===== src/rtl/uart_alu_pkg.sv =====
// ============================================================================
// Module : uart_alu_pkg
// Brief  : Opcodes, status codes and FSM encoding for the UART ALU sequencer.
// Rev    : 1.0  initial release
// ============================================================================
`default_nettype none

package uart_alu_pkg;

  typedef enum logic [1:0] {
    OP_ADD = 2'd0,
    OP_SUB = 2'd1,
    OP_AND = 2'd2,
    OP_XOR = 2'd3
  } alu_op_e;

  // Largest legal opcode byte; anything above is reported as ST_BADOP.
  localparam logic [7:0] OP_MAX = 8'h03;

  localparam logic [7:0] ST_OK      = 8'h00;
  localparam logic [7:0] ST_BADOP   = 8'h01;
  localparam logic [7:0] ST_TIMEOUT = 8'h02;

  typedef enum logic [1:0] {
    IDLE    = 2'd0,
    COLLECT = 2'd1,
    RESP    = 2'd2
  } state_e;

endpackage

`default_nettype wire


===== src/rtl/uart_alu_accum.sv =====
// ============================================================================
// Module : uart_alu_accum
// Brief  : RES_W accumulator with load, op-select, enable and clear.
// Rev    : 1.0  initial release
// ============================================================================
`default_nettype none

module uart_alu_accum
  import uart_alu_pkg::*;
#(
  parameter int RES_W = 16
) (
  input  logic             clk,
  input  logic             rst,
  input  logic             clr,
  input  logic             en,
  input  logic             load,
  input  alu_op_e          op,
  input  logic [RES_W-1:0] operand,
  output logic [RES_W-1:0] acc
);

  logic [RES_W-1:0] r_acc;
  logic [RES_W-1:0] w_next;

  always_comb begin
    w_next = r_acc;
    case (op)
      OP_ADD:  w_next = r_acc + operand;
      OP_SUB:  w_next = r_acc - operand;
      OP_AND:  w_next = r_acc & operand;
      OP_XOR:  w_next = r_acc ^ operand;
      default: w_next = r_acc;
    endcase
  end

  always_ff @(posedge clk or negedge rst) begin
    if (!rst) begin
      r_acc <= '0;
    end else if (clr) begin
      r_acc <= '0;
    end else if (en) begin
      r_acc <= load ? operand : w_next;
    end
  end

  assign acc = r_acc;

endmodule

`default_nettype wire


===== src/rtl/uart_alu_sequencer.sv =====
// ============================================================================
// Module : uart_alu_sequencer
// Brief  : Byte-stream command engine: opcode + operands in, status + result out.
// Rev    : 1.0  initial release
// ============================================================================
`default_nettype none

module uart_alu_sequencer
  import uart_alu_pkg::*;
#(
  parameter int OPERAND_BYTES  = 1,
  parameter int NUM_OPERANDS   = 2,
  parameter int TIMEOUT_CYCLES = 868000
) (
  input  logic       clk,
  input  logic       rst,
  input  logic [7:0] s_axis_tdata,
  input  logic       s_axis_tvalid,
  output logic       s_axis_tready,
  output logic [7:0] m_axis_tdata,
  output logic       m_axis_tvalid,
  input  logic       m_axis_tready,
  output logic       busy
);

  localparam int RES_BYTES = OPERAND_BYTES + 1;
  localparam int RES_W     = 8 * RES_BYTES;
  localparam int OP_W      = 8 * OPERAND_BYTES;
  localparam int TMO_W     = $clog2(TIMEOUT_CYCLES + 1);

  state_e           r_state;
  state_e           w_state_nxt;
  logic             r_up;
  logic [7:0]       r_opcode;
  logic [7:0]       r_status;
  logic [1:0]       r_byte_cnt;
  logic [2:0]       r_op_cnt;
  logic [2:0]       r_tx_idx;
  logic [TMO_W-1:0] r_tmo;

  logic             w_rx_fire;
  logic             w_tx_fire;
  logic             w_collect_rx;
  logic             w_byte_last;
  logic             w_op_done;
  logic             w_last_op;
  logic             w_timeout;
  logic             w_tx_last;
  logic             w_acc_clr;
  logic [OP_W-1:0]  w_operand;
  logic [RES_W-1:0] w_acc;

  assign w_rx_fire    = s_axis_tvalid && s_axis_tready;
  assign w_tx_fire    = m_axis_tvalid && m_axis_tready;
  assign w_collect_rx = (r_state == COLLECT) && w_rx_fire;
  assign w_byte_last  = (r_byte_cnt == 2'(OPERAND_BYTES - 1));
  assign w_op_done    = w_collect_rx && w_byte_last;
  assign w_last_op    = (r_op_cnt == 3'(NUM_OPERANDS - 1));
  // An accepted byte wins over a timeout landing in the same cycle.
  assign w_timeout    = (r_state == COLLECT) && !w_rx_fire && (r_tmo == TMO_W'(TIMEOUT_CYCLES));
  assign w_tx_last    = (r_tx_idx == 3'(RES_BYTES));
  assign w_acc_clr    = w_timeout || ((r_state == RESP) && w_tx_fire && w_tx_last);

  // The operand completes with the byte currently on the bus, so only the
  // earlier bytes of the operand need storage.
  generate
    if (OPERAND_BYTES == 1) begin : g_opnd_single
      assign w_operand = s_axis_tdata;
    end else begin : g_opnd_multi
      logic [OP_W-9:0] r_part;
      always_ff @(posedge clk or negedge rst) begin
        if (!rst) begin
          r_part <= '0;
        end else if (w_collect_rx) begin
          r_part <= w_operand[OP_W-1:8];
        end
      end
      assign w_operand = {s_axis_tdata, r_part};
    end
  endgenerate

  uart_alu_accum #(
    .RES_W (RES_W)
  ) u_accum (
    .clk     (clk),
    .rst     (rst),
    .clr     (w_acc_clr),
    .en      (w_op_done),
    .load    (r_op_cnt == 3'd0),
    .op      (alu_op_e'(r_opcode[1:0])),
    .operand ({8'h00, w_operand}),
    .acc     (w_acc)
  );

  always_comb begin
    w_state_nxt   = r_state;
    s_axis_tready = 1'b0;
    m_axis_tvalid = 1'b0;
    m_axis_tdata  = 8'h00;
    busy          = 1'b0;
    case (r_state)
      IDLE: begin
        s_axis_tready = r_up;
        if (w_rx_fire) w_state_nxt = COLLECT;
      end
      COLLECT: begin
        s_axis_tready = 1'b1;
        busy          = 1'b1;
        if ((w_op_done && w_last_op) || w_timeout) w_state_nxt = RESP;
      end
      RESP: begin
        m_axis_tvalid = 1'b1;
        busy          = 1'b1;
        if (r_tx_idx == 3'd0) begin
          m_axis_tdata = r_status;
        end else if (r_status == ST_OK) begin
          for (int i = 0; i < RES_BYTES; i++) begin
            if (r_tx_idx == 3'(i + 1)) m_axis_tdata = w_acc[8*i +: 8];
          end
        end
        if (w_tx_fire && w_tx_last) w_state_nxt = IDLE;
      end
      default: w_state_nxt = IDLE;
    endcase
  end

  always_ff @(posedge clk or negedge rst) begin
    if (!rst) begin
      r_state    <= IDLE;
      r_up       <= 1'b0;
      r_opcode   <= 8'h00;
      r_status   <= ST_OK;
      r_byte_cnt <= 2'd0;
      r_op_cnt   <= 3'd0;
      r_tx_idx   <= 3'd0;
      r_tmo      <= '0;
    end else begin
      r_state <= w_state_nxt;
      r_up    <= 1'b1;
      case (r_state)
        IDLE: begin
          if (w_rx_fire) begin
            r_opcode   <= s_axis_tdata;
            r_byte_cnt <= 2'd0;
            r_op_cnt   <= 3'd0;
            r_tx_idx   <= 3'd0;
            r_tmo      <= '0;
          end
        end
        COLLECT: begin
          if (w_rx_fire) begin
            r_tmo <= '0;
            if (w_byte_last) begin
              r_byte_cnt <= 2'd0;
              r_op_cnt   <= r_op_cnt + 3'd1;
              if (w_last_op) r_status <= (r_opcode > OP_MAX) ? ST_BADOP : ST_OK;
            end else begin
              r_byte_cnt <= r_byte_cnt + 2'd1;
            end
          end else if (w_timeout) begin
            r_tmo    <= '0;
            r_status <= ST_TIMEOUT;
          end else begin
            r_tmo <= r_tmo + TMO_W'(1);
          end
        end
        RESP: begin
          if (w_tx_fire) r_tx_idx <= w_tx_last ? 3'd0 : r_tx_idx + 3'd1;
        end
        default: ;
      endcase
    end
  end

endmodule

`default_nettype wire


===== config.mk =====
export PLATFORM = sky130hd
export DESIGN_NAME = uart_alu_sequencer
export DESIGN_NICKNAME = d
export VERILOG_FILES = /design/src/rtl/uart_alu_pkg.sv /design/src/rtl/uart_alu_accum.sv /design/src/rtl/uart_alu_sequencer.sv
export SDC_FILE = /design/constraint.sdc
export NUM_CORES = 1
export LEC_CHECK = 0
export CAP_MARGIN = 20
export CORE_MARGIN = 4
export CORE_UTILIZATION = 60
export DETAILED_ROUTE_END_ITERATION = 10
export DONT_BUFFER_PORTS = 1
export GPL_TIMING_DRIVEN = 0
export PLACE_DENSITY = 0.76
export SYNTH_ARGS = -nofsm -noshare
export SYNTH_HDL_FRONTEND = slang
export SYNTH_SLANG_ARGS = --single-unit

===== constraint.sdc =====
create_clock -name clk -period 4.5 [get_ports clk]
set_clock_uncertainty 0.2 [all_clocks]
set_input_delay 0.45 -clock clk [delete_from_list [all_inputs] [get_ports clk]]
set_output_delay 0.45 -clock clk [all_outputs]
set_load 0.02 [all_outputs]

### Yosys cells after proc, flatten, opt, wreduce, memory -nomap -nowiden

Cells that the tools add are included.

| word-level totals | value |
|---|---|
| bits in registers | 63 |
| input bits | 12 |
| output and inout bits | 11 |
| word-level logic and storage cells | 102 |

| operators by class | value |
|---|---|
| $add $sub $neg | 6 |
| order comparisons | 1 |
| equal/unequal tests | 17 |
| muxes and demuxes | 36 |
| bitwise gates (word level) | 2 |
| reduce and logical (&&, ||, !) cells | 31 |

Operators by type and width:

| kind | count |
|---|---|
| 8-bit 2-to-1 mux | 9 |
| 16-bit case mux with 4 select lines | 1 |
| 20-bit 2-to-1 mux | 3 |
| 16-bit 2-to-1 mux | 3 |
| 20-bit case mux with 2 select lines | 1 |
| 20-bit by 1-bit adder with 20-bit output, second input constant | 1 |
| 20-bit == test, second input constant | 1 |
| 16-bit by 8-bit adder with 16-bit output | 1 |
| 16-bit by 8-bit bitwise AND with 16-bit output | 1 |
| 16-bit by 8-bit subtractor with 16-bit output | 1 |
| 16-bit by 8-bit bitwise XOR with 16-bit output | 1 |
| 3-bit 2-to-1 mux | 5 |
| 2-bit 2-to-1 mux | 6 |
| 3-bit case mux with 2 select lines | 2 |
| 1-bit logical AND | 10 |
| 3-bit AND reduction | 3 |
| 8-bit by 2-bit > comparator with 1-bit output, second input constant | 1 |
| 8-bit zero test | 1 |
| 2-bit by 1-bit != test with 1-bit output, second input constant | 4 |
| 2-bit != test, second input constant | 4 |
| 4-bit AND reduction | 2 |
| 2-bit nonzero test | 4 |
| 3-bit by 1-bit adder with 3-bit output, second input constant | 2 |
| 2-bit == test, second input constant | 3 |
| other kinds (14) | 23 |

### Longest topological paths before layout

Gate-level depths: netlist of run 1.

| depth | value |
|---|---|
| depth in word-level cells | 9 |
| gate-level depth with buffers | 14 |
| depth with buffers taken out | 12 |

### By module

A second synthesis of run 1 with hierarchy kept.

| second synthesis, totals | value |
|---|---|
| cell total of the unflattened synthesis | 571 |
| area, all modules | 4882.2 µm² |

By module, submodules not included:

| module | times used | cells an instance | area an instance (µm²) | seq. area each (µm²) |
|---|---|---|---|---|
| uart_alu_sequencer | 1 | 272 | 2481.1 | 1026.0 |
| uart_alu_accum | 1 | 299 | 2401.1 | 400.4 |

### Least setup slack after synthesis of run 1

Ideal clock, no wire load.

| timing | value |
|---|---|
| path kind | input port to flip-flop |
| start | in s_axis_tdata[4] |
| end | reg u_accum.r_acc[14], in the netlist u_accum.acc[14] |
| setup time | 0.122 ns |
| arrival time | 2.968 ns |
| data required time | 4.178 ns |
| setup slack | 1.210 ns |
| stages | 12 |
| buffers on the path | 0 |
| cell sequence | nor3_1 > nand3_1 > nor3_1 > ha_1 > mux2i_1 > ha_1 > a21o_1 > a2111oi_0 > a211o_1 > a21oi_1 > or3_1 > a32o_1 |

| between the ends | value |
|---|---|
| cells in the longest elaborated chain, start to end | 5 |
| elaborated cells on any way between the ends | 6 |
| classes of those cells | add/sub (2); mux (4) |

Ends and longest elaborated chain:

| element | RTL line | text |
|---|---|---|
| start, declared | uart_alu_sequencer.sv:17 | `input logic [7:0] s_axis_tdata,` |
| 16-bit by 8-bit subtractor with 16-bit output or 16-bit by 8-bit adder with 16-bit output (tied branches) | uart_alu_accum.sv:30, uart_alu_accum.sv:29 |  |
| 16-bit case mux with 4 select lines * | uart_alu_accum.sv:28 | `case (op)` |
| 16-bit 2-to-1 mux * | uart_alu_accum.sv:43 | `r_acc <= load ? operand : w_next;` |
| 16-bit 2-to-1 mux * | uart_alu_accum.sv:42 | `end else if (en) begin` |
| 16-bit 2-to-1 mux * | uart_alu_accum.sv:40 | `end else if (clr) begin` |
| end signal, assigned | uart_alu_accum.sv:43 |  |
| end, declared | uart_alu_accum.sv:23 | `logic [RES_W-1:0] r_acc;` |

Every way passes the cells marked *; elsewhere a longest branch is shown, timed or not. The select of a mux whose other input is x is not followed.
A chain may end at the register's enable or synchronous reset.

### Worst setup path in the final report of run 1

| timing | value |
|---|---|
| start | reg r_opcode[1] |
| end | reg u_accum.r_acc[11], in the netlist u_accum.acc[11] |

| between the ends | value |
|---|---|
| cells in the longest elaborated chain, start to end | 5 |
| elaborated cells on any way between the ends | 8 |
| classes of those cells | eq/ne (3); mux (4); reduce/logical (1) |

Ends and longest elaborated chain:

| element | RTL line | text |
|---|---|---|
| start, declared | uart_alu_sequencer.sv:34 | `logic [7:0] r_opcode;` |
| start signal, assigned | uart_alu_sequencer.sv:143 | `r_opcode <= s_axis_tdata;` |
| 2-bit == test, or another cell as far along | uart_alu_accum.sv:28 |  |
| 16-bit case mux with 4 select lines * | uart_alu_accum.sv:28 |  |
| 16-bit 2-to-1 mux * | uart_alu_accum.sv:43 |  |
| 16-bit 2-to-1 mux * | uart_alu_accum.sv:42 |  |
| 16-bit 2-to-1 mux * | uart_alu_accum.sv:40 |  |

Marked as above.

==> run_results.csv, run 1 <==
group,metric,value,unit
routing,number_of_drc_violations_after_detailed_routing_iteration_0,205,
cts,cts_root_buf,"sky130_fd_sc_hd__clkbuf_8",
floorplanning,top_level_ports,23,
power,power_report.internal_total,1566,uW
critical_path,path_cells,"clkbuf_1, inv_1, nand2_1, clkbuf_1, o31ai_1, xor2_1, ha_1, a21o_1, or3_1, o211ai_1, a21oi_1, or3_1, a32o_1",
cts,cts_max_path_buffers,2,
cts,htree_levels,3,
power,power.density,622.8,mW/mm^2
global_routing,grt_pass1_vias,3865,
yosys,synth_warnings,0,
power,switchingPower,1328,uW
floorplanning,design.die.area,0.008575,sq mm
floorplanning,die_h,92.60,microns
routing,final_antenna_net_count,0,
sta,rsz0062_at_grt,"false",
power,power.leakage,0.002048,uW
yosys,syn-instance-count,504,
sta,fin_tns_setup,0,ns
critical_path,cp.buffers_inverters,3,
min_path,worst_hold_path_type,"input port to register",
sta,timing.final.setup_violations,0,
critical_path,timing_worst_setup_path_type,"register to register",
sta,post-route-period-util,0.8611,
critical_path,cpPeakStageDelay,0.38,ns
cts,worstSkewPairLatency,0.34,ns
cts,cts-buffers-inserted,9,
layout,count_of_inserted_antenna_diode_cells,0,
routing,firstDrtPassIters,5,
sta,timing_hold_violations_final,0,
floorplanning,effective_utilization_at_floorplan,0.6251,
sta,max_freq,0.2581,GHz
routing,drc,0,
yosys,asyncSetResetFlopFracSynth,1.000,
power,share_seq_of_total_power,0.270,
power,irDropWorstVdd,0.0002677,V
outcome,outcome,"completed",
critical_path,critical_path.top_delay_family,"compound AO/OA/AOI/OAI gates",
yosys,synth.top_cells.by_area,"sky130_fd_sc_hd__dfrtp_1 (33%), sky130_fd_sc_hd__ha_1 (10%), sky130_fd_sc_hd__o21ai_0 (6.4%)",
critical_path,critPathLaunchType,"register",
routing,detail_route.vias_per_cell,6.345,
layout,syn2layout_area_growth,8.188,%
flow_run,max-cap-violations,0,
routing,route.final.wire_length,11000,microns
yosys,syn_area,0.004294,sq mm
floorplanning,dieWidth,92.60,microns
global_routing,grt_pass1_wl,18590,microns
yosys,post_synth_most_frequent_cells,"sky130_fd_sc_hd__dfrtp_1 (57), sky130_fd_sc_hd__nand2_1 (56), sky130_fd_sc_hd__o21ai_0 (55), sky130_fd_sc_hd__ha_1 (35), sky130_fd_sc_hd__nor2_1 (33)",
yosys,yosysSeqAreaShare,0.3322,
power,power_frac_clock,0.168,
layout,design.final.nets,565,
layout,finish.utilization,0.6763,
global_routing,grt_max_degree,58,
yosys,yosys.area.top_type,"sky130_fd_sc_hd__dfrtp_1",
floorplanning,core-area,0.006869,sq mm
cts,cts_tree,"built",
sta,max_slew_margin,0.4735,
global_routing,global_route.overflow_total,0,
critical_path,cp_data_required_time,4.53,ns
layout,layout-drive-gt1-share,0.07294,
yosys,synth-main-ff-cell,"sky130_fd_sc_hd__dfrtp_1",
yosys,postSynthRegisterBits,57,
place,dp_hpwl,7930,microns
routing,post_drt_wl_per_cell,17.82,microns
cts,cts.reportedPaths.clkPinSlew,0.07,ns
power,power.switching_fraction,0.4588,
yosys,post_synthesis_cell_type_count,59,
critical_path,cp_max_fo,10,
critical_path,worst-r2r-setup-slack,0.63,ns
yosys,synth-edff-count,0,
cts,clock-sinks,57,
yosys,synth_fp_nets,552,
yosys,synth_top_area_share,0.3322,
global_routing,gr_usage_total,0.2729,
critical_path,slowest_stage,"sky130_fd_sc_hd__clkbuf_1",
sta,timing_max_transition_violations_final,0,
yosys,postSynthAreaPerCell,8.520,sq um
critical_path,arrival,3.90,ns
place,routabilityCongestion,0.9121,
yosys,yosys.cell_count.top_type,"sky130_fd_sc_hd__dfrtp_1",
place,numPortBuffers,0,
sta,timing_worst_slew_pin_value,0.7845,ns
floorplanning,rows,30,
routing,dr_total_vias,3915,
global_routing,antenna_violations_before_repair,0,
sta,timing.final.crit_period,3.875,ns
cts,post_cts_resize_count,0,
power,combinationalPowerShare,0.561,
critical_path,end_kind,"register",
==> power groups by stage <==
stage          sequential [uW]  clock, uW  combinational (uW)
2_1_floorplan              737          0                1270
3_3_place_gp               781          0                1540
3_5_place_dp               787          0                1580
4_1_cts                    777        496                1600
5_1_grt                    793        515                1820
6_report                   783        487                1620
==> final timing paths <==
kind                                 start               to  cells after the start
hold reg to reg                r_opcode[7]      r_opcode[7]                      2
max in group asynchronous              rst   u_accum.acc[1]                      2
hold / removal             s_axis_tdata[5]      r_opcode[5]                      1
setup reg to reg               r_opcode[1]  u_accum.acc[11]                     13
setup / recovery               r_opcode[1]  u_accum.acc[11]                     13
min in group asynchronous              rst       r_state[1]                      2
==> worst reg2reg max path, stage by stage, from the launching register on <==
cell,delay [ns]
sky130_fd_sc_hd__dfrtp_1,0.32
sky130_fd_sc_hd__clkbuf_1,0.38
sky130_fd_sc_hd__inv_1,0.26
sky130_fd_sc_hd__nand2_1,0.13
sky130_fd_sc_hd__clkbuf_1,0.32
sky130_fd_sc_hd__o31ai_1,0.15
sky130_fd_sc_hd__xor2_1,0.16
sky130_fd_sc_hd__ha_1,0.22
sky130_fd_sc_hd__a21o_1,0.24
sky130_fd_sc_hd__or3_1,0.33
sky130_fd_sc_hd__o211ai_1,0.33
sky130_fd_sc_hd__a21oi_1,0.15
sky130_fd_sc_hd__or3_1,0.32
sky130_fd_sc_hd__a32o_1,0.25
==> metal layers <==
metal	up-vias	wire length, microns	global-route usage
li1	1877	-	-
met1	1893	4500	0.3221
met2	122	5498	0.4810
met3	23	657	0.05524
met4	0	341	0.1139
met5	-	0	0
==> metrics by stage <==
step	setup slack [ns]	instance area [sq um]	hold WS, ns	instances	total power [uW]
after floorplan	1.210	4294	-0.04559	504	2006
after global placement	0.7269	4414	-0.04402	600	2317
after detailed placement	0.6601	4414	-0.04418	600	2364
after CTS	0.6569	4646	0.04477	617	2874
after global routing	0.3697	4646	0.03879	617	3125
final	0.6253	4646	0.05691	617	2894
==> layout by cell type, fill, tap and decap left out, types with 8 or more instances in the layout <==
cell type and count:
sky130_fd_sc_hd__clkbuf_1 19, sky130_fd_sc_hd__nand4_1 10, sky130_fd_sc_hd__a21o_1 9, sky130_fd_sc_hd__nand3_1 16
sky130_fd_sc_hd__dfrtp_1 57, sky130_fd_sc_hd__mux2_2 9, sky130_fd_sc_hd__clkbuf_8 10, sky130_fd_sc_hd__ha_1 35
sky130_fd_sc_hd__o21ai_0 55, sky130_fd_sc_hd__nor2b_1 14, sky130_fd_sc_hd__nor2_1 33, sky130_fd_sc_hd__mux2i_1 8
sky130_fd_sc_hd__inv_1 21, sky130_fd_sc_hd__a21oi_1 26, sky130_fd_sc_hd__nand2b_1 8, sky130_fd_sc_hd__a22oi_1 8
sky130_fd_sc_hd__nor3_1 10, sky130_fd_sc_hd__xor2_1 10, sky130_fd_sc_hd__nand2_1 56
==> state kept, by name (all words and copies together), names as in the netlist <==
name	cells
r_op_cnt	3
r_byte_cnt	2
r_opcode	8
r_state	2
r_up	1
u_accum.acc	16
r_tmo	20
r_tx_idx	3
r_status	2
==> repair_timing <==
| action | 4_1_cts | 5_1_grt |
|---|---|---|
| hold endpoints to repair | 57 | 0 |
| buffers inserted | 0 | 0 |
| hold buffers | 2 | 0 |
==> area by class of cell <==
type / instances / area (sq um)
multi-input combinational: 404 / 2690
fill: 580 / 2223
sequential: 57 / 1426
clock buffer: 10 / 137.6
tap: 96 / 120.1
buffer: 22 / 98.84
inverter: 21 / 78.83
clock inverter: 5 / 56.30
timing repair buffer: 2 / 37.54
==> cell families after synthesis <==
logic type	count (synthesis)	share of synthesized area
AOI/OAI and AO/OA	164	0.2494
xor gates and xnor gates	14	0.02855
adders and majority gates	36	0.1066
buffers and inverters	43	0.04138
DFF	57	0.3322
muxes	17	0.04225
other	1	0.0008733
and+or+nand+nor	172	0.1987
Power figures use the tool's default switching activity.
==> inputs of run 2 (changes only) <==
- CORE_MARGIN: 4 -> 1
- CTS_CLUSTER_DIAMETER: not set -> 120
- SYNTH_HIERARCHICAL: not set -> 1
==> run 2 against run 1 <==
  * Design area increased by 16%
  * Utilization increased by 1.4 points
  * Cell count increased by 18%
  * Largest cell class unchanged
  * Setup slack got worse by 0.079 ns
  * Critical endpoint is now u_accum/acc[13]
  * Sequential power increased by 6.4%
  * Critical path depth decreased by 1
  * Clock power increased by 6.6%
==> run_results.csv, run 2 <==
group,metric,value,unit
global_routing,grt_pass1_vias,4333,
yosys,syn_area,0.004882,sq mm
routing,final_antenna_net_count,0,
yosys,synthMuxAreaShare,0.07304,
layout,mostFrequentLayoutCell,"sky130_fd_sc_hd__dfrtp_1",
power,share_seq_of_total_power,0.226,
place,numPortBuffers,0,
critical_path,critPathLaunchType,"register",
routing,route.final.wire_length,12990,microns
yosys,yosys.cell_count.top_type,"sky130_fd_sc_hd__dfrtp_1",
floorplanning,dieWidth,92.21,microns
layout,fillerInstances,655,
routing,dr_total_vias,4550,
sta,timing_hold_violations_final,0,
sta,max_freq,0.2529,GHz
critical_path,cp_data_required_time,4.53,ns
routing,post_drt_wl_per_cell,17.89,microns
yosys,synth-main-ff-cell,"sky130_fd_sc_hd__dfrtp_1",
yosys,yosysSeqAreaShare,0.2922,
yosys,synth.top_cells.by_area,"sky130_fd_sc_hd__dfrtp_1 (29%), sky130_fd_sc_hd__ha_1 (11%), sky130_fd_sc_hd__mux2i_1 (4.3%)",
floorplanning,core-area,0.007807,sq mm
yosys,yosys.area.top_type,"sky130_fd_sc_hd__dfrtp_1",
yosys,synth-xor-area-share,0.03947,
place,instance_area_at_placement,0.005141,sq mm
critical_path,end_kind,"register",
yosys,post_synth_most_frequent_cells,"sky130_fd_sc_hd__dfrtp_1 (57), sky130_fd_sc_hd__nand2_1 (50), sky130_fd_sc_hd__ha_1 (42), sky130_fd_sc_hd__nor2_1 (42), sky130_fd_sc_hd__a21oi_1 (37)",
layout,largest_reg_flops,20,
power,power.leakage,0.002326,uW
power,power_frac_clock,0.141,
sta,timing_worst_slew_pin_value,0.8411,ns
critical_path,cpPeakStageDelay,0.60,ns
critical_path,arrival,3.98,ns
routing,met3_length,922,microns
power,combinationalPowerShare,0.632,
routing,detail_route.vias_per_cell,6.267,
cts,post_cts.repair.setup_buffers,0,
sta,post-route-period-util,0.8785,
layout,most_flops_register,"r_tmo",
yosys,asyncSetResetFlopFracSynth,1.000,
floorplanning,die_h,92.21,microns
cts,cts-buffers-inserted,9,
sta,rsz0062_at_grt,"false",
yosys,synth-edff-count,0,
cts,worstSkewPairLatency,0.34,ns
place,routabilityCongestion,0.9776,
cts,cts_root_buf,"sky130_fd_sc_hd__clkbuf_8",
yosys,synth_warnings,6,
layout,commonest_cells_after_routing_fill_and_taps_aside,"sky130_fd_sc_hd__dfrtp_1 (57), sky130_fd_sc_hd__nand2_1 (50), sky130_fd_sc_hd__nor2_1 (42), sky130_fd_sc_hd__ha_1 (42)",
place,dp_hpwl,9774,microns
routing,number_of_drc_violations_after_detailed_routing_iteration_0,324,
layout,register_area,0.001426,sq mm
routing,drc,0,
yosys,synth_top_area_share,0.2922,
floorplanning,design.die.area,0.008502,sq mm
global_routing,grt_max_degree,58,
critical_path,critical_path.top_delay_family,"compound AO/OA/AOI/OAI gates",
global_routing,gr_usage_total,0.3298,
yosys,syn-instance-count,571,
global_routing,grt_pass1_wl,21780,microns
routing,met2_wire_length,5889,microns
power,switchingPower,1785,uW
sta,timing.final.crit_period,3.953,ns
critical_path,cp_max_fo,10,
critical_path,path_cells,"clkbuf_1, nor2b_1, clkbuf_1, a21oi_1, xnor2_1, ha_1, o211a_1, o31a_1, nor2b_1, o311ai_0, mux2i_1, a32o_1",
power,power.density,681.8,mW/mm^2
global_routing,antenna_violations_before_repair,0,
cts,cts_tree,"built",
yosys,synth-compound-area-share,0.2337,
layout,final_design_area_no_fill,0.005393,sq mm
cts,cts.reportedPaths.clkPinSlew,0.08,ns
layout,design.final.nets,674,
cts,cts_max_path_buffers,2,
min_path,worst_hold_path_type,"input port to register",
yosys,postSynthRegisterBits,57,
layout,count_of_inserted_antenna_diode_cells,0,
floorplanning,top_level_ports,23,
flow_run,max-cap-violations,0,
yosys,synth-adder-area-share,0.1117,
power,power.switching_fraction,0.4855,
cts,htree_levels,3,
layout,layout-drive-gt1-share,0.07692,
routing,route.layer.met1.wl,5908,microns
critical_path,cp.buffers_inverters,2,
sta,max_slew_margin,0.4341,
layout,multi_input_comb_area,0.003381,sq mm
yosys,postSynthAreaPerCell,8.550,sq um
outcome,outcome,"completed",
global_routing,global_route.overflow_total,0,
sta,fin_tns_setup,0,ns
routing,firstDrtPassIters,6,
power,power_report.internal_total,1892,uW
yosys,combinational_family_with_the_most_area_after_synthesis,"compound AO/OA/AOI/OAI gates",
routing,top_layer,"met4",
critical_path,slowest_stage,"sky130_fd_sc_hd__o311ai_0",
layout,syn2layout_area_growth,10.46,%
yosys,post_synthesis_cell_type_count,66,
sta,timing_max_transition_violations_final,0,
critical_path,timing_worst_setup_path_type,"register to register",
sta,timing.final.setup_violations,0,
floorplanning,rows,32,
yosys,post_synth_and_or_nand_nor_area_fraction,0.2060,
floorplanning,effective_utilization_at_floorplan,0.6253,
power,irDropWorstVdd,0.0004872,V
cts,clock-sinks,57,
run 2: cell types whose count changed after synthesis, moves of 6 or more:
cell	previous run	this run
sky130_fd_sc_hd__a21oi_1	26	37
sky130_fd_sc_hd__a31oi_1	6	13
sky130_fd_sc_hd__ha_1	35	42
sky130_fd_sc_hd__inv_1	21	27
sky130_fd_sc_hd__mux2i_1	8	21
sky130_fd_sc_hd__nand2_1	56	50
sky130_fd_sc_hd__nand3_1	16	27
sky130_fd_sc_hd__nor2_1	33	42
sky130_fd_sc_hd__o21ai_0	55	33
sky130_fd_sc_hd__xnor2_1	4	16
run 2: through the flow:
stage / cells / total power [uW] / hold WS, ns / utilization / setup WS [ns]
final: 726 / 3677 / 0.05328 / 0.6907 / 0.5466
after global routing: 726 / 3974 / 0.04401 / 0.6907 / 0.2002
after CTS: 726 / 3632 / 0.03878 / 0.6907 / 0.6153
after detailed placement: 708 / 3079 / -0.04433 / 0.6585 / 0.6809
after global placement: 708 / 3008 / -0.04446 / 0.6585 / 0.7810
after floorplan: 606 / 2559 / -0.04559 / - / 1.075
run 2: what timing repair did:
action | 4_1_cts | 5_1_grt
gates resized for setup | 0 | 0
endpoints found under the hold margin | 57 | 0
hold buffers | 2 | 0
run 2: path summary, 6_finish.rpt:
path | start | endpoint | slack [ns] | cells after the start
max in group asynchronous | rst | r_opcode[0] | 3.41 | 2
setup / recovery | r_opcode[0] | u_accum/acc[13] | 0.55 | 12
hold reg to reg | r_opcode[2] | r_opcode[2] | 0.30 | 1
hold / removal | s_axis_tdata[6] | r_opcode[6] | 0.05 | 1
setup reg to reg | r_opcode[0] | u_accum/acc[13] | 0.55 | 12
min in group asynchronous | rst | r_tmo[6] | 0.42 | 2
run 2: layout make-up:
cell class                 count  share of cell area
tap                          102             0.02367
timing repair buffer           2            0.006961
clock buffer                  11             0.02807
buffer                        25             0.01949
sequential                    57              0.2645
inverter                      27             0.01879
multi-input combinational    497              0.6269
clock inverter                 5             0.01160
run 2: kinds of logic after synthesis:
| family | count (synthesis) |
|---|---|
| compound gates | 167 |
| buf+inv | 52 |
| fa+ha+maj | 43 |
| simple gates | 194 |
| mux | 34 |
| xor+xnor | 22 |
| other cells | 2 |
| flops | 57 |
run 2: layer usage:
metal	up-vias	GRT usage
met1	2157	0.4596
met5	-	0
li1	2194	-
met3	24	0.05721
met4	0	0.1224
met2	175	0.5118
run 2: power by group through the flow:
stage	combinational [uW]	sequential, uW	clock [uW]
5_1_grt	2570	851	549
3_5_place_dp	2240	840	0
4_1_cts	2280	829	527
6_report	2330	833	519
2_1_floorplan	1790	769	0
3_3_place_gp	2180	832	0
==> inputs of run 3 (changes only) <==
- PLACE_DENSITY: 0.76 -> 0.81
==> run 3 against run 2 <==
  * Utilization down 0.27 points
  * Design area down 0.39%
  * Wire length down 2.0%
  * Global-route usage down 1.4 points
  * Worst hold slack better by 0.0072 ns
  * Largest cell class unchanged
  * Highest routed layer unchanged
==> run_results.csv, run 3 (synthesis gave the netlist of run 2 again) <==
group,metric,value,unit
min_path,hold-path-cell-count,1,
cts,htree_levels,3,
sta,timing.final.setup_violations,0,
cts,cts_max_path_buffers,2,
layout,most_flops_register,"r_tmo",
layout,syn2layout_area_growth,10.02,%
min_path,hold_path.startpoint,"s_axis_tdata[4]",
flow_run,max-cap-violations,0,
routing,firstDrtPassIters,8,
layout,design.final.nets,674,
critical_path,end_kind,"register",
cts,cts-buffers-inserted,9,
critical_path,critPathLaunchType,"register",
critical_path,cp_data_required_time,4.53,ns
routing,route.final.wire_length,12730,microns
sta,timing.final.crit_period,3.814,ns
routing,final_antenna_net_count,0,
power,power.density,675.5,mW/mm^2
floorplanning,effective_utilization_at_floorplan,0.6253,
sta,rsz0062_at_grt,"false",
layout,largest_reg_flops,20,
sta,post-route-period-util,0.8475,
sta,min_hold_slack,0.06051,ns
global_routing,grt_pass1_vias,4425,
cts,cts_tree,"built",
sta,timing_hold_violations_final,0,
critical_path,timing_worst_setup_path_type,"register to register",
critical_path,cp_max_fo,10,
critical_path,arrival,3.84,ns
layout,commonest_cells_after_routing_fill_and_taps_aside,"sky130_fd_sc_hd__dfrtp_1 (57), sky130_fd_sc_hd__nand2_1 (50), sky130_fd_sc_hd__nor2_1 (42), sky130_fd_sc_hd__ha_1 (42)",
floorplanning,design.die.area,0.008502,sq mm
layout,fillerInstances,623,
cts,post_cts.repair.setup_buffers,0,
floorplanning,die_h,92.21,microns
floorplanning,rows,32,
sta,max_slew_margin,0.4478,
routing,number_of_drc_violations_after_detailed_routing_iteration_0,360,
global_routing,grt_pass1_wl,20910,microns
routing,detail_route.vias_per_cell,6.346,
place,dp_hpwl,9532,microns
sta,timing_worst_slew_pin_value,0.8228,ns
layout,layout-drive-gt1-share,0.07532,
place,numPortBuffers,0,
floorplanning,core-area,0.007807,sq mm
layout,mostFrequentLayoutCell,"sky130_fd_sc_hd__dfrtp_1",
outcome,outcome,"completed",
sta,max_freq,0.2622,GHz
cts,cts.reportedPaths.clkPinSlew,0.06,ns
global_routing,global_route.overflow_total,0,
power,irDropWorstVdd,0.0003445,V
min_path,whs_endpoint,"r_opcode[4]",
global_routing,gr_usage_total,0.3155,
place,routabilityCongestion,1.011,
sta,fin_tns_setup,0,ns
critical_path,worst-r2r-setup-slack,0.69,ns
global_routing,grt_max_degree,58,
power,power.leakage,0.002326,uW
cts,clock-sinks,57,
sta,timing_max_transition_violations_final,0,
routing,post_drt_wl_per_cell,17.53,microns
floorplanning,dieWidth,92.21,microns
min_path,worst_hold_path_type,"input port to register",
cts,cts_root_buf,"sky130_fd_sc_hd__clkbuf_8",
global_routing,antenna_violations_before_repair,0,
layout,count_of_inserted_antenna_diode_cells,0,
routing,drc,0,
cts,worstSkewPairLatency,0.34,ns
critical_path,reg2reg_from,"r_opcode[0]",
floorplanning,top_level_ports,23,
critical_path,worst-r2r-cell-count,12,
routing,dr_total_vias,4607,
critical_path,r2r-end,"u_accum/acc[13]",
## run 3: cell types whose count changed in the layout (fill, tap and decap cells not counted)
cell	previous run	this run
sky130_fd_sc_hd__clkinv_2	0	2
sky130_fd_sc_hd__clkbuf_1	16	17
sky130_fd_sc_hd__inv_6	1	0
sky130_fd_sc_hd__clkinv_4	1	0
sky130_fd_sc_hd__clkbuf_8	11	13
sky130_fd_sc_hd__clkinvlp_4	2	0
sky130_fd_sc_hd__bufinv_16	1	0
## run 3: routing by layer
metal,vias to the layer above,wire [microns],track usage
met5,-,0,0
met4,0,276,0.1146
met3,30,1099,0.05887
met2,226,6092,0.5280
met1,2176,5259,0.4058
li1,2175,-,-
## run 3: metrics by stage
stage          cell area, sq um  instances  setup WS [ns]  utilization  total power [uW]
6_report                   5371        726         0.6863       0.6880              3629
2_1_floorplan              5014        606          1.075            -              2559
3_5_place_dp               5141        708         0.7458       0.6585              3093
4_1_cts                    5371        726         0.7628       0.6880              3585
5_1_grt                    5371        726         0.4790       0.6880              3918
3_3_place_gp               5141        708         0.7808       0.6585              3000
## run 3: cell type report
| cell class | count | area [sq um] | share of cell area |
|---|---|---|---|
| clock inverters | 2 | 10.01 | 0.001863 |
| clock buffers | 14 | 182.7 | 0.03401 |
| plain buffers | 25 | 105.1 | 0.01957 |
| multi-input cells | 497 | 3381 | 0.6294 |
| well taps | 102 | 127.6 | 0.02376 |
| flip-flops and latches | 57 | 1426 | 0.2655 |
| repair buffers | 2 | 37.54 | 0.006988 |
| inverters | 27 | 101.3 | 0.01887 |
## run 3: how the worst max path moves through the flow
stage / startpoint / to / slack, ns / cells after the start
after global placement: s_axis_tdata[4] / u_accum/acc[14] / 0.78 / 11
after detailed placement: s_axis_tdata[4] / u_accum/acc[14] / 0.75 / 11
after global routing: r_opcode[0] / u_accum/acc[14] / 0.48 / 12
after floorplan: s_axis_tdata[4] / u_accum/acc[14] / 1.08 / 11
after CTS: r_opcode[0] / u_accum/acc[13] / 0.76 / 12
final: r_opcode[0] / u_accum/acc[13] / 0.69 / 12
## run 3: what timing repair did
action	in CTS	in global routing
resized for setup	0	0
hold buffers	2	0
hold endpoints to repair	57	0
## run 3: power by group
group          internal [uW]  total [uW]  leakage (uW)  switching, uW
Combinational            944        2330       0.00149           1390
Clock                    258         458      0.000102            200
Sequential               658         839      0.000734            181
Total                   1860        3630       0.00233           1770
## run 3: critical path, cell delays in order (launching register included)
cell and delay (ns):
sky130_fd_sc_hd__dfrtp_1 0.47, sky130_fd_sc_hd__clkbuf_1 0.54, sky130_fd_sc_hd__nor2b_1 0.22, sky130_fd_sc_hd__clkbuf_1 0.28, sky130_fd_sc_hd__a21oi_1 0.09, sky130_fd_sc_hd__xnor2_1 0.14
sky130_fd_sc_hd__ha_1 0.35, sky130_fd_sc_hd__o211a_1 0.17, sky130_fd_sc_hd__o31a_1 0.19, sky130_fd_sc_hd__nor2b_1 0.12, sky130_fd_sc_hd__o311ai_0 0.49, sky130_fd_sc_hd__mux2i_1 0.16
sky130_fd_sc_hd__a32o_1 0.28
